--- config.mk ---
export PLATFORM = sky130hd
export DESIGN_NAME = uart_freq_tx
export DESIGN_NICKNAME = d
export VERILOG_FILES = /design/src/rtl/uart_freq_tx.sv
export SDC_FILE = /design/constraint.sdc
export NUM_CORES = 1
export LEC_CHECK = 0
export ABC_CLOCK_PERIOD_IN_PS = 2400
export BUFFER_PORTS_ARGS = -buffer_cell sky130_fd_sc_hd__buf_2
export CAP_MARGIN = 20
export CORE_ASPECT_RATIO = 0.7
export CORE_MARGIN = 2
export CORE_UTILIZATION = 55
export CTS_CLUSTER_SIZE = 30
export DETAILED_ROUTE_END_ITERATION = 10
export PLACE_DENSITY = 0.76
export SLEW_MARGIN = 10
export SYNTH_ARGS = -nofsm -noshare
export SYNTH_HDL_FRONTEND = slang
export SYNTH_SLANG_ARGS = --single-unit
--- constraint.sdc ---
create_clock -name clk -period 2.4 [get_ports clk]
set_input_delay 0.48 -clock clk [delete_from_list [all_inputs] [get_ports clk]]
set_output_delay 0.48 -clock clk [all_outputs]
set_load 0.05 [all_outputs]
--- src/rtl/uart_freq_tx.sv ---
// uart_freq_tx
// Sends a captured 32-bit unsigned value over a UART line as an ASCII
// decimal frame: NUM_DIGITS digits (MSD first), then CR, then LF, 8N1.
// Binary-to-BCD is done sequentially (shift-add-3, one bit per clock).
//
// Ports:
//   clk      system clock
//   rst_n    asynchronous active-low reset
//   value    unsigned binary value, captured on the accepted send edge
//   send     request strobe; only honoured in IDLE
//   busy     high while a frame is in progress
//   done     one-cycle pulse on the cycle the final stop bit ends
//   uart_tx  serial line, idle high, registered
//
// Optional build macro:
//   UART_TX_ZERO_SUPPRESS_EN  skip leading zero digits (the least significant
//                             digit is always sent; overflow still sends
//                             NUM_DIGITS '9' characters).
module uart_freq_tx #(
  parameter int DELAY_FRAMES = 534,
  parameter int NUM_DIGITS   = 8
) (
  input  logic        clk,
  input  logic        rst_n,
  input  logic [31:0] value,
  input  logic        send,
  output logic        busy,
  output logic        done,
  output logic        uart_tx
);

  localparam int BCD_W = 4 * NUM_DIGITS;
  localparam int IDX_W = $clog2(NUM_DIGITS + 2);
  localparam int CNT_W = $clog2(DELAY_FRAMES + 1);
  localparam logic [CNT_W-1:0] BIT_LAST = CNT_W'(DELAY_FRAMES - 1);
  localparam logic [IDX_W-1:0] IDX_CR   = IDX_W'(NUM_DIGITS);
  localparam logic [IDX_W-1:0] IDX_LF   = IDX_W'(NUM_DIGITS + 1);

  typedef enum logic [2:0] {
    S_IDLE, S_CONVERT, S_LOAD, S_START, S_DATA, S_STOP
  } state_t;

  state_t           r_state, w_next;
  logic [31:0]      r_bin;
  logic [BCD_W-1:0] r_bcd, w_bcd_adj;
  logic             r_ovf;
  logic [4:0]       r_conv_cnt;
  logic [CNT_W-1:0] r_clk_cnt;
  logic [2:0]       r_bit_cnt;
  logic [IDX_W-1:0] r_char_idx, w_first_idx;
  logic [6:0]       r_shift;
  logic [7:0]       w_char;
  logic [3:0]       w_digit;
  logic             r_tx, r_done;
  logic             w_accept, w_bit_end;

  function automatic logic [BCD_W-1:0] add3(input logic [BCD_W-1:0] b);
    logic [BCD_W-1:0] r;
    r = b;
    for (int i = 0; i < NUM_DIGITS; i++)
      if (b[4*i +: 4] >= 4'd5) r[4*i +: 4] = b[4*i +: 4] + 4'd3;
    return r;
  endfunction

  // A send that lands on the done cycle is deliberately dropped.
  assign w_accept  = send && !r_done;
  assign w_bit_end = (r_clk_cnt == BIT_LAST);
  assign w_bcd_adj = add3(r_bcd);

  // Character for the current index; digit index 0 is the top nibble.
  always_comb begin
    w_digit = 4'd0;
    for (int i = 0; i < NUM_DIGITS; i++)
      if (r_char_idx == IDX_W'(i)) w_digit = r_bcd[4*(NUM_DIGITS-1-i) +: 4];
    if (r_ovf) w_digit = 4'd9;
    if (r_char_idx == IDX_CR)      w_char = 8'h0D;
    else if (r_char_idx == IDX_LF) w_char = 8'h0A;
    else                           w_char = {4'h3, w_digit};
  end

  // Index of the first character to send.
  always_comb begin
    w_first_idx = '0;
`ifdef UART_TX_ZERO_SUPPRESS_EN
    if (!r_ovf) begin
      w_first_idx = IDX_W'(NUM_DIGITS - 1);
      // Descending scan: last hit is the most significant nonzero digit.
      for (int i = NUM_DIGITS - 1; i >= 0; i--)
        if (r_bcd[4*(NUM_DIGITS-1-i) +: 4] != 4'd0) w_first_idx = IDX_W'(i);
    end
`endif
  end

  // State register
  always_ff @(posedge clk or negedge rst_n) begin
    if (!rst_n) r_state <= S_IDLE;
    else        r_state <= w_next;
  end

  // Next-state logic
  always_comb begin
    w_next = r_state;
    case (r_state)
      S_IDLE:    if (w_accept) w_next = S_CONVERT;
      S_CONVERT: if (r_conv_cnt == 5'd31) w_next = S_LOAD;
      S_LOAD:    w_next = S_START;
      S_START:   if (w_bit_end) w_next = S_DATA;
      S_DATA:    if (w_bit_end && r_bit_cnt == 3'd7) w_next = S_STOP;
      S_STOP:    if (w_bit_end) w_next = (r_char_idx == IDX_LF) ? S_IDLE : S_START;
      default:   w_next = S_IDLE;
    endcase
  end

  // Datapath and registered line/pulse outputs
  always_ff @(posedge clk or negedge rst_n) begin
    if (!rst_n) begin
      r_bin      <= '0;
      r_bcd      <= '0;
      r_ovf      <= 1'b0;
      r_conv_cnt <= '0;
      r_clk_cnt  <= '0;
      r_bit_cnt  <= '0;
      r_char_idx <= '0;
      r_shift    <= '0;
      r_tx       <= 1'b1;
      r_done     <= 1'b0;
    end else begin
      r_done <= 1'b0;
      case (r_state)
        S_IDLE: begin
          if (w_accept) begin
            r_bin      <= value;
            r_bcd      <= '0;
            r_ovf      <= 1'b0;
            r_conv_cnt <= '0;
            r_char_idx <= '0;
          end
        end
        S_CONVERT: begin
          // Anything shifted out of the top nibble means value >= 10^NUM_DIGITS.
          {r_bcd, r_bin} <= {w_bcd_adj, r_bin} << 1;
          r_ovf          <= r_ovf | w_bcd_adj[BCD_W-1];
          r_conv_cnt     <= r_conv_cnt + 5'd1;
        end
        S_LOAD: begin
          r_tx       <= 1'b0;
          r_clk_cnt  <= '0;
          r_char_idx <= w_first_idx;
        end
        S_START: begin
          if (w_bit_end) begin
            r_clk_cnt <= '0;
            r_bit_cnt <= '0;
            r_tx      <= w_char[0];
            r_shift   <= w_char[7:1];
          end else begin
            r_clk_cnt <= r_clk_cnt + 1'b1;
          end
        end
        S_DATA: begin
          if (w_bit_end) begin
            r_clk_cnt <= '0;
            if (r_bit_cnt == 3'd7) begin
              r_tx <= 1'b1;
            end else begin
              r_tx      <= r_shift[0];
              r_shift   <= r_shift >> 1;
              r_bit_cnt <= r_bit_cnt + 3'd1;
            end
          end else begin
            r_clk_cnt <= r_clk_cnt + 1'b1;
          end
        end
        S_STOP: begin
          if (w_bit_end) begin
            r_clk_cnt <= '0;
            if (r_char_idx == IDX_LF) begin
              r_done <= 1'b1;
            end else begin
              // Next start bit follows with no gap.
              r_char_idx <= r_char_idx + 1'b1;
              r_tx       <= 1'b0;
            end
          end else begin
            r_clk_cnt <= r_clk_cnt + 1'b1;
          end
        end
        default: ;
      endcase
    end
  end

  // Outputs
  always_comb begin
    busy    = (r_state != S_IDLE);
    done    = r_done;
    uart_tx = r_tx;
  end

endmodule

==> flow_summary.toml <==
[synth]
syn-instance-count = 596
syn_area_um2 = 5430
synth_area_leader_cell = "dfrtp_1"
yosysSeqAreaShare_pct = 44.7
syn_avg_cell_area_um2 = 9.11
yosysTopAreaCellShare_pct = 44.3
synth_edf_count = 0
async_flop_share_pct = 100
ys.flop_type = "dfrtp_1"
syn_nets = 658
ys_top_cells_by_area = "dfrtp_1, ha_1, nor2_1, o22ai_1, o21ai_0"
synth_cell_types = 59
yosysWarningCount = 0
yosys_register_bits = 97

[global_route]
antenna_found_initial = 0
grt_max_degree = 94
grtUsageTotal_pct = 25.2
grt_pass1_wl_um = 21400
grt_overflow_total = 0
grt_pass1_vias = 4442

[routing]
post_drt_wl_per_cell_um = 16.2
vias = 4538
vias_per_cell = 6.03
post-route-drc-count = 0
drt-initial-drc-count = 373
totalWireLength_um = 12200
ant_nets = 0
drt_pass1_iterations = 5

[cts]
postCtsSetupBuffers = 0
cts_tree = "built"
path_clk_slew_ps = 70
cts.htree.levels = 3
clockRootBuffer = "clkbuf_16"
cts_made_buffers = 9
cts_sinks = 97
cts_resized = 0
holdBufCountCts = 0
clock_latency_ps = 350
clk_path_buf_depth = 2

[die]
die_h_um = 87.1
die_area_um2 = 10700
initial_core_util_pct = 56.3
io_pins = 38
core-area_um2 = 9650
rows = 30
die_w_um = 123

[sta]
fin_setup_tns_ps = 0
fmax_mhz = 469
min_period_ps = 2130
fin_crit_sh_pct = 88.8
hold_viol_final = 0
slew_violations = 0
tightestPinTransition_ps = 678
finClkSkew_ps = 8.22
rsz0062_at_grt = "no"
setup_viol = 0
max_slew_margin_pct = 54.8

[worst_setup_path]
cp.arrival_ps = 1650
cp_max_fo = 16
startpoint = "r_state[2]"
critPathMaxStageDelay_ps = 570
crit_type = "reg2out"
critical-path-slowest-cell = "dfrtp_1"
crit_chain = "nor3_2 > inv_1 > buf_2"
r2r-start = "r_char_idx[0]"
cp-start-kind = "flip-flop"
end_kind = "output port"
worstPathRequired_ps = 1920

[power_and_ir_drop]
p_per_area_nw_per_um2 = 1080
power.leakage_nw = 2.64
peakVddDrop_v = 0.000570
total_power_w = 0.00648

[finish]
insertedDiodeCount = 0
fillCellCount = 796
area_growth_pct = 10.8
fin_nets = 681
drive_gt1_share_pct = 12.3

[placed_design]
numPortBuffers = 37
gp_congestion = 0.888
hpwl_um = 8400

[outcome]
status = "complete, no violations"

[flow_run]
maxCapViolCount = 0

[min_path]
hold_path.class = "in2async"
[layout by cell type, fill, tap and decap left out, drive strengths merged, types with 2 or more instances in the layout]
master	n
or2	2
xnor2	13
clkbuf	10
and3	5
buf	46
nor3b	5
nand4	6
nor3	8
a211oi	3
o31ai	20
nand2	30
or3b	2
a21o	8
o21bai	2
nand3b	4
a22o	5
inv	26
clkinv	3
nand2b	16
dfrtp	96
xor2	8
nor2	83
a31oi	7
a21oi	36
o21ai	43
clkinvlp	2
o21a	4
nor2b	4
nand3	35
o22ai	35
and3b	2
a221o	2
ha	27
a32o	9
[stage by stage]
| stage | instances | utilization (%) | instance area, um2 | hold WS, ps | worst slack, ps |
|---|---|---|---|---|---|
| after CTS | 752 | 62.4 | 6020 | 87.3 | 282 |
| after global routing | 752 | 62.4 | 6020 | 95.8 | 93.1 |
| after floorplan | 596 | - | 5430 | 184 | 604 |
| after detailed placement | 736 | 59.4 | 5730 | 458 | 334 |
| after global placement | 736 | 59.4 | 5730 | 457 | 387 |
| final | 752 | 62.4 | 6020 | 66.8 | 269 |
[worst paths after layout]
path | endpoint | cells after the start | slack [ps]
hold reg to reg | r_shift[4] | 1 | 480
setup reg to reg | uart_tx | 7 | 320
hold / removal | r_bin[6] | 1 | 70
setup / recovery | busy | 3 | 270
max in group asynchronous | r_bcd[18] | 2 | 1690
min in group clk | r_bin[10] | 3 | 420
[routing by layer]
| layer | part of all wire [%] | GRT usage, % | vias up |
|---|---|---|---|
| li1 | - | - | 2191 |
| met1 | 48 | 36.4 | 2206 |
| met2 | 45 | 38.5 | 123 |
| met3 | 5.6 | 5.82 | 18 |
| met4 | 1.3 | 6.27 | 0 |
| met5 | 0 | 0 | - |
[final cells by class]
class | instances | area [um2] | share of cell area (%)
clock buffer | 10 | 239 | 3.97
clock inverter | 6 | 42.5 | 0.707
inverter | 25 | 93.8 | 1.56
multi-input combinational | 440 | 2760 | 45.9
sequential | 97 | 2430 | 40.4
tap | 128 | 160 | 2.66
timing repair buffer | 46 | 293 | 4.87
[cell usage after synthesis (3+ instances only)]
library cell / number
buf_4: 3
o31ai_1: 20
a32o_1: 9
ha_1: 27
nand2_1: 29
nand2b_1: 16
a21oi_1: 36
a21o_1: 8
nor3_1: 6
nand3_1: 35
nor2b_1: 4
o21a_1: 4
clkbuf_1: 19
xnor2_1: 13
o22ai_1: 35
nand4_1: 5
and3_1: 5
dfrtp_1: 96
a22o_1: 5
nand3b_1: 4
nor3b_1: 4
xor2_1: 8
buf_1: 3
a31oi_1: 7
nor2_1: 83
inv_1: 25
o21ai_0: 42
buf_2: 8
[registers in the layout, summed over array words and instances, names as in the netlist]
signal,flops
done,1
r_bcd,32
r_conv_cnt,5
r_state,3
r_bit_cnt,3
r_char_idx,4
r_ovf,1
r_clk_cnt,10
r_shift,5
uart_tx,1
r_bin,32
[worst max-delay path, delay by kind of cell, from the launching register on]
kind / cells / cell delay (ps)
buffers and inverters: 2 / 310
AND/OR/NAND/NOR: 1 / 410
flip-flops: 1 / 570
[power by group]
group,switching [W],internal (W)
Combinational,0.00154,0.000947
Clock,0.000622,0.000732
Sequential,0.000491,0.00215
Total,0.00266,0.00383
[logic make-up (layout without fill, tap and decap cells)]
group	after synthesis	in the layout	share of synthesized area, %
buffers and inverters	59	87	4.61
AND/OR/NAND/NOR	206	206	18.9
XOR/XNOR	21	21	3.39
AO/OA/AOI/OAI	185	185	22.0
multiplexers	1	1	0.184
adder cells (fa/ha/maj)	27	27	6.22
flip-flops	97	97	44.7
Note: power is estimated with default switching activity, not from simulation.
